`src/rtl/sid_pot_sense.sv`:
```
// POT pad front end: sync, optional glitch filter, sticky charged flags.
// Optional filter enabled by defining SID_POT_GLITCH_FILTER_EN.

package sid;

  localparam int PHI1      = 0;
  localparam int PHI1_PHI2 = 1;
  localparam int PHI2      = 2;
  localparam int PHI2_PHI1 = 3;

  typedef logic [3:0] phase_t;

endpackage

module sid_pot_sense #(
  parameter int FILT_LEN  = 4,
  parameter int BLANK_CYC = 2
) (
  input  logic        clk,
  input  logic        rst,
  input  sid::phase_t phase,
  input  logic [1:0]  pot_pad_i,
  input  logic        discharge,
  output logic [1:0]  pad_oe,
  output logic [1:0]  charged
);

  import sid::*;

  typedef enum logic [1:0] {
    S_DIS,
    S_BLANK,
    S_SENSE,
    S_LATCH
  } st_t;

  logic [1:0] sync1;
  logic [1:0] sync_q;
  logic       strobe;
  logic       phase_unused;

  assign strobe       = phase[PHI1_PHI2];
  assign phase_unused = ^phase;

`ifndef SID_POT_GLITCH_FILTER_EN
  localparam int FILT_LEN_UNUSED = FILT_LEN;
`endif

  // two-flop synchroniser for both pad comparators
  always_ff @(posedge clk or posedge rst) begin
    if (rst) begin
      sync1  <= '0;
      sync_q <= '0;
    end else begin
      sync1  <= pot_pad_i;
      sync_q <= sync1;
    end
  end

  for (genvar i = 0; i < 2; i++) begin : g_ch

    st_t        state;
    logic [2:0] blank_cnt;
    logic       lat;
    logic       qual;

`ifdef SID_POT_GLITCH_FILTER_EN
    logic [3:0] cnt;

    // run length of consecutive high samples while sensing
    always_ff @(posedge clk or posedge rst) begin
      if (rst) begin
        cnt <= '0;
      end else if (state != S_SENSE || !sync_q[i]) begin
        cnt <= '0;
      end else if (cnt != 4'(FILT_LEN)) begin
        cnt <= cnt + 4'd1;
      end
    end

    assign qual = (cnt == 4'(FILT_LEN - 1)) & sync_q[i];
`else
    assign qual = sync_q[i];
`endif

    // discharge / blank / sense / latched sequencing
    always_ff @(posedge clk or posedge rst) begin
      if (rst) begin
        state     <= S_DIS;
        blank_cnt <= '0;
        lat       <= 1'b0;
      end else if (discharge) begin
        state <= S_DIS;
        lat   <= 1'b0;
      end else begin
        unique case (state)
          S_DIS: begin
            if (BLANK_CYC == 0) begin
              state <= S_SENSE;
            end else begin
              state     <= S_BLANK;
              blank_cnt <= 3'(BLANK_CYC);
            end
          end
          S_BLANK: begin
            if (strobe) begin
              blank_cnt <= blank_cnt - 3'd1;
              if (blank_cnt == 3'd1) state <= S_SENSE;
            end
          end
          S_SENSE: begin
            if (qual) begin
              state <= S_LATCH;
              lat   <= 1'b1;
            end
          end
          S_LATCH: begin
            state <= S_LATCH;
          end
        endcase
      end
    end

    assign pad_oe[i]  = discharge | (state == S_DIS);
    assign charged[i] = lat;

  end

endmodule

```
`config.mk`:
```
export PLATFORM = sky130hd
export DESIGN_NAME = sid_pot_sense
export DESIGN_NICKNAME = d
export VERILOG_FILES = /design/src/rtl/sid_pot_sense.sv
export SDC_FILE = /design/constraint.sdc
export NUM_CORES = 1
export LEC_CHECK = 0
export CORE_UTILIZATION = 45
export CTS_CLUSTER_DIAMETER = 60
export DETAILED_ROUTE_END_ITERATION = 8
export GPL_ROUTABILITY_DRIVEN = 0
export HOLD_SLACK_MARGIN = 0.1
export PLACE_DENSITY = 0.76
export SYNTH_ARGS = -nofsm -noshare
export SYNTH_HDL_FRONTEND = slang
export SYNTH_SLANG_ARGS = --single-unit
```
`constraint.sdc`:
```
create_clock -name clk -period 1.1 [get_ports clk]
set_input_delay 0.11 -clock clk [delete_from_list [all_inputs] [get_ports clk]]
set_output_delay 0.11 -clock clk [all_outputs]
set_load 0.03 [all_outputs]
```
==> qor.yml <==
synth:
  synthCells: 72
  synth_area_leaders: "dfrtp_1 52%, ha_1 6.5%, inv_1 4.4%"
  ys_types: 28
  synth_top_area_frac: 0.522
  synth_seq_area_share: 0.522
  ys_ff_latch: 16
  synth_nets: 85
  syn_area_um2: 767
  avgSynthCellArea_um2: 10.7
  async_flop_share: 1.00
  synthFlopType: "dfrtp_1"
  synth_edf_count: 0
  yosys_warnings: 0
  yosys.area.top_type: "dfrtp_1"
route:
  firstDrtPassIters: 4
  ant_nets: 0
  dr.first_iter.drc_count: 16
  vias_per_cell: 5.29
  drt_wl_total_um: 1420
  via_count: 582
  wire_per_inst_um: 12.9
  post-route-drc-count: 0
layout:
  fin_nets: 108
  areaGrowthSynthToFinish_pct: 35.2
  num-fill-cells: 116
  final_common_cell: "buf_4"
  drive_gt1_frac: 0.404
  mostFrequentLayoutCells: "13 x buf_4, 12 x dfrtp_1, 7 x nor2_1, 7 x inv_1, 5 x clkdlybuf4s50_1"
  instances_no_fill: 110
  diodes: 0
worst_setup_path:
  critPathTopFamily: "flip-flops"
  worstSetupEndpointType: "flip-flop"
  cp-start-kind: "flip-flop"
  reg2regPathDepth: 4
  cp_cell_sequence: "buf_4 -> nor2_2 -> and4_1 -> a21oi_2"
  cp_slowest_stage_delay_ps: 440
  reg2reg_slack_ps: -50
  worst-setup-path-type: "reg2reg"
  r2r_end: "g_ch[1].blank_cnt[1]$_DFFE_PP0P_"
  r2r-start: "g_ch[1].state[1]$_DFFE_PP0P_"
  critPathSlowestCell: "dfrtp_2"
  worstPathArrival_ps: 1310
  crit_required_ps: 1260
  cp_max_fo: 5
  cp_num_buf_inv: 1
power:
  pwr-share-comb: 0.214
  p_per_area_nw_per_um2: 1300
  vdd_drop_max_mv: 1.04
  p_int_uw: 986
  switching_share: 0.267
  p_switching_uw: 359
  clock_power_share: 0.282
  power_leakage_uw: 0.000480
  p_seq_frac: 0.504
floorplanning:
  floorplan.initialDensity: 0.498
  die_w_um: 43.3
  io_pins: 13
  rows: 14
  core_um2: 1540
  die_h_um: 43.3
  die_area_um2: 1870
sta:
  worst_pin_slew_ps: 242
  finClkSkew_ps: 7.42
  period_needed_ps: 1150
  setup_viol: 5
  period_share: 1.04
  setup_slack_ps: -46.5
  grt_setup_unrepaired: "yes"
  slew_headroom: 0.836
  drv_slew: 0
  hold_violations: 0
  clock.fmax_mhz: 872
status:
  violations: "negative setup slack"
  status: "complete, but fails checks"
cts:
  clk_latency_ps: 280
  clockBufferDepth: 2
  clock_sinks: 16
  cts_tree: "done"
  h-tree-depth: 1
  cts_made_buffers: 3
  root_buffer: "clkbuf_4"
  clk_pin_slew_ps: 100
grt:
  gr-total-overflow: 0
  antenna_found_initial: 0
  grt_max_degree: 17
  grt_pass1_wl_um: 2290
  track_usage: 0.164
  grt_pass1_vias: 547
min_path:
  hold_path_class: "in2async"
placed_design:
  pre_cts_slack_ps: -130
  placedCellCount: 98
  portBuffers: 9
  post-dp-hpwl_um: 922
job:
  maxCapViolations: 0
final cells by class:
cell class	count	area, µm²	area share
Sequential cell	16	405	0.391
Timing Repair Buffer	22	193	0.186
Inverter	10	37.5	0.0362
Multi-Input combinational cell	42	345	0.333
Tap cell	16	20.0	0.0193
Clock buffer	4	36.3	0.0350
per-layer routing:
layer	GRT usage	part of all wire	vias to the layer above
li1	-	-	290
met1	0.214	0.47	283
met2	0.257	0.49	7
met3	0.0383	0.022	2
met4	0.0727	0.014	0
met5	0	0	-
how the worst max path moves through the flow:
stage | start | to | slack (ps) | cells past startpoint
detailed placement | discharge | g_ch[0].blank_cnt[1]$_DFFE_PP0P_ | -130 | 5
global route | g_ch[0].state[0]$_DFFE_PP0P_ | pad_oe[0] | -80 | 2
CTS | g_ch[1].state[1]$_DFFE_PP0P_ | g_ch[1].blank_cnt[1]$_DFFE_PP0P_ | -40 | 4
global placement | discharge | g_ch[1].blank_cnt[1]$_DFFE_PP0P_ | -110 | 5
finish | g_ch[1].state[1]$_DFFE_PP0P_ | g_ch[1].blank_cnt[1]$_DFFE_PP0P_ | -50 | 4
floorplan | g_ch[1].blank_cnt[0]$_DFFE_PP0P_ | g_ch[1].blank_cnt[2]$_DFFE_PP0P_ | 30 | 5
kinds of logic (layout without fill, tap and decap cells):
family	count (synthesis)	count (layout)	share of synthesized area
simple gates	18	18	0.131
mux	1	1	0.0131
flops	16	16	0.522
fa+ha+maj	4	4	0.0653
compound gates	19	19	0.171
buf+inv	14	36	0.0979
flip-flops by register name, summed over array words and instances, names as in the netlist:
signal,flops
g_ch.blank_cnt,6
g_ch.lat,2
g_ch.state,4
sync1,2
sync_q,2
power groups by stage:
stage | Combinational (µW) | Clock [µW] | Sequential, µW
floorplan | 160 | 0 | 676
global placement | 216 | 0 | 686
detailed placement | 224 | 0 | 687
CTS | 253 | 385 | 675
global route | 319 | 415 | 683
finish | 288 | 379 | 678
Yosys cell counts, drive strengths merged (4+ instances only):
master	number
nor2	9
a31oi	4
ha	4
inv	10
buf	4
dfrtp	16
metrics by stage:
stage | hold WS, ps | util | instance area, µm² | TNS (ps) | total power (µW)
6_report | 119 | 0.673 | 1040 | -109 | 1350
5_1_grt | 153 | 0.673 | 1040 | -301 | 1420
4_1_cts | 123 | 0.643 | 991 | -97.6 | 1310
3_5_place_dp | 336 | 0.567 | 875 | -811 | 910
3_3_place_gp | 337 | 0.567 | 875 | -740 | 902
2_1_floorplan | 23.7 | - | 774 | 0 | 836
worst register-to-register path, delay by kind of cell, from the launching register on:
family	cells	cell delay [ps]
flip-flops	1	440
AND/OR/NAND/NOR	2	400
AO/OA/AOI/OAI	1	40
buffers and inverters	1	150
what timing repair did:
item,in CTS,in global routing
buffers inserted,5,3
hold buffers,0,0
endpoints found under the setup margin,3,9
pin swaps,5,0
gates resized for setup,15,5
No activity file was read; power rests on OpenSTA's default activity.
==> RTL edit: new RTL, same settings <==
Add a define of `SID_POT_GLITCH_FILTER_EN`.
--- a/src/rtl/sid_pot_sense.sv
+++ b/src/rtl/sid_pot_sense.sv
@@ -1,4 +1,6 @@
 // POT pad front end: sync, optional glitch filter, sticky charged flags.
 // Optional filter enabled by defining SID_POT_GLITCH_FILTER_EN.
+
+`define SID_POT_GLITCH_FILTER_EN
 
 package sid;
Check against the original RTL: not equivalent (Yosys sat finds a counterexample within 10 cycles, from zero or initial values and one cycle with rst high).
==> RTL edit against the original RTL <==
The run still ends with setup timing left; via count is 65% higher; critical path depth is 2 lower; register-to-register slack worse by 100 ps; cell area is 64% higher; setup slack worse by 130 ps; total power is 40% higher; area after synthesis is 60% higher; fmax is 10% lower; routed wire length is 85% higher; sequential cell count is 8 higher.
==> RTL edit: results (changes against the original RTL) <==
- Sequential Power Share: 50.8% (+0.4 points)
- Setup WS post-layout: -175 ps (-129 ps)
- HPWL Detailed: 1590 µm (+73%)
- DR pass1 iterations: 4 (unchanged)
- Worst hold margin: 98.9 ps (-19.9 ps)
- Post-CTS setup buffer count: 7 (+2)
- Synthesized instance count: 120 (+67%)
- Predominant post-synthesis flop cell: dfrtp_1
- Nets: 169 (+56%)
- Leakage: 0.790 nW (+65%)
- Ranking of synthesized cells by area: dfrtp_1 (49%), ha_1 (8.1%), nor2_1 (5.8%)
- Delay-heaviest family, CP: flip-flops
- Adder-Cell Fraction of Synth Area: 8.14% (+1.6 points)
- WP data arrival: 1170 ps (-140 ps)
- Switch Pwr: 443 µW (+23%)
- Drt wl/cell: 14.5 µm (+12%)
- Via count: 962 (+65%)
- Port bufs: 9 (unchanged)
- Status: finished, violations left
- XOR/XNOR Fraction of Synth Area: 1.42% (+1.4 points)
- Clk slew on worst S/H paths: 140 ps (+40 ps)
- Unique cell type count in the Yosys netlist: 35 (+25%)
- Seq/Total Area, Yosys: 48.8% (-3.4 points)
- FF-to-FF path depth: 5 (+1)
- Layout cells sized above 1: 43.7% (+3.3 points)
- Worst skew pair latency: 320 ps (+40 ps)
- Synth warnings: 0 (unchanged)
- Pin count of the biggest net entering global routing: 25 (+8)
- CTS root buffer: clkbuf_4
- Most instantiated cells after synthesis: dfrtp_1 (24), nor2_1 (19), inv_1 (13), ha_1 (8), nand3_1 (6)
- Area after DPL: 1440 µm² (+64%)
- R2r setup slk: -150 ps (-100 ps)
- Worst path max stage delay: 490 ps (+50 ps)
- Mux share of post-synthesis cell area: 4.07% (+2.8 points)
- Failing checks: setup timing
- Max IR drop VDD: 0.766 mV (-26%)
- Number of global-route vias before repair: 878 (+61%)
- Initial drt markers: 9 (-7)
- Antenna diodes: 0 (unchanged)
- Slew headroom: 77.4% (-6.2 points)
- Crit Path Max Fanout: 8 (+3)
- Total CTS buffers: 3 (unchanged)
- Comb pwr share: 15.0% (-6.4 points)
- First-pass GRT wire length: 3660 µm (+60%)
- Syn nets: 137 (+61%)
- CTS H-tree lvls: 1 (unchanged)
- Gr usage total: 17.8% (+1.4 points)
- Critical path's slowest cell: dfrtp_2
- Synth Area in Compound Gates: 11.4% (-5.7 points)
- Setup violators final: 15 (+10)
- Top flop regs: g_ch.cnt: 8 flops, g_ch.blank_cnt: 6 flops, g_ch.state: 4 flops
- Placement Setup Slack: -335 ps (-205 ps)
- Resized Gates After CTS: 22 (+7)
- Initial antenna violation count: 0 (unchanged)
- Layout Skew: 6.64 ps (-0.778 ps)
- Final Instance Count excl. Fillers: 181 (+65%)
- Max-cap check violation count: 0 (unchanged)
-- RTL edit: changes by cell type after synthesis, moves of 3 or more --
cell     delta
nand3_1     +4
mux2i_1     +4
a31oi_1     -3
inv_1       +4
nor2b_1     +3
ha_1        +4
nor2_1     +12
dfrtp_1     +8
-- RTL edit: per-stage QoR --
step	TNS [ps]	power (mW)	utilization, %
global route	-2290	1.95	67.6
detailed placement	-2540	1.20	56.9
global placement	-2040	1.19	56.9
CTS	-913	1.87	63.9
floorplan	-63.7	1.11	-
finish	-1070	1.88	67.6
-- RTL edit: final cells by class --
| cell class | instances | area (µm²) |
|---|---|---|
| repair buffers | 31 | 279 |
| flip-flops and latches | 24 | 603 |
| well taps | 30 | 37.5 |
| inverters | 13 | 48.8 |
| multi-input cells | 79 | 683 |
| fillers | 187 | 818 |
| clock buffers | 3 | 22.5 |
| clock inverters | 1 | 30.0 |
-- RTL edit: metal layers --
metal / share of wire (%) / wire length [µm] / track usage (%) / vias to the layer above
met5: 0 / 0 / 0 / -
met4: 1.8 / 46 / 8.97 / 0
met3: 2.2 / 58 / 2.50 / 6
met2: 53 / 1390 / 29.9 / 15
met1: 43 / 1130 / 22.1 / 475
li1: - / - / - / 466
-- RTL edit: final timing paths --
path	startpoint	end
max in group asynchronous	rst	g_ch[1].state[0]$_DFFE_PP0P_
min in group clk	pot_pad_i[0]	sync1[0]$_DFF_PP0_
worst min register to register	sync1[1]$_DFF_PP0_	sync_q[1]$_DFF_PP0_
worst min-delay path	rst	g_ch[1].blank_cnt[1]$_DFFE_PP0P_
worst max-delay path	g_ch[1].state[0]$_DFFE_PP0P_	pad_oe[1]
worst max register to register	g_ch[0].blank_cnt[1]$_DFFE_PP0P_	g_ch[0].blank_cnt[2]$_DFFE_PP0P_
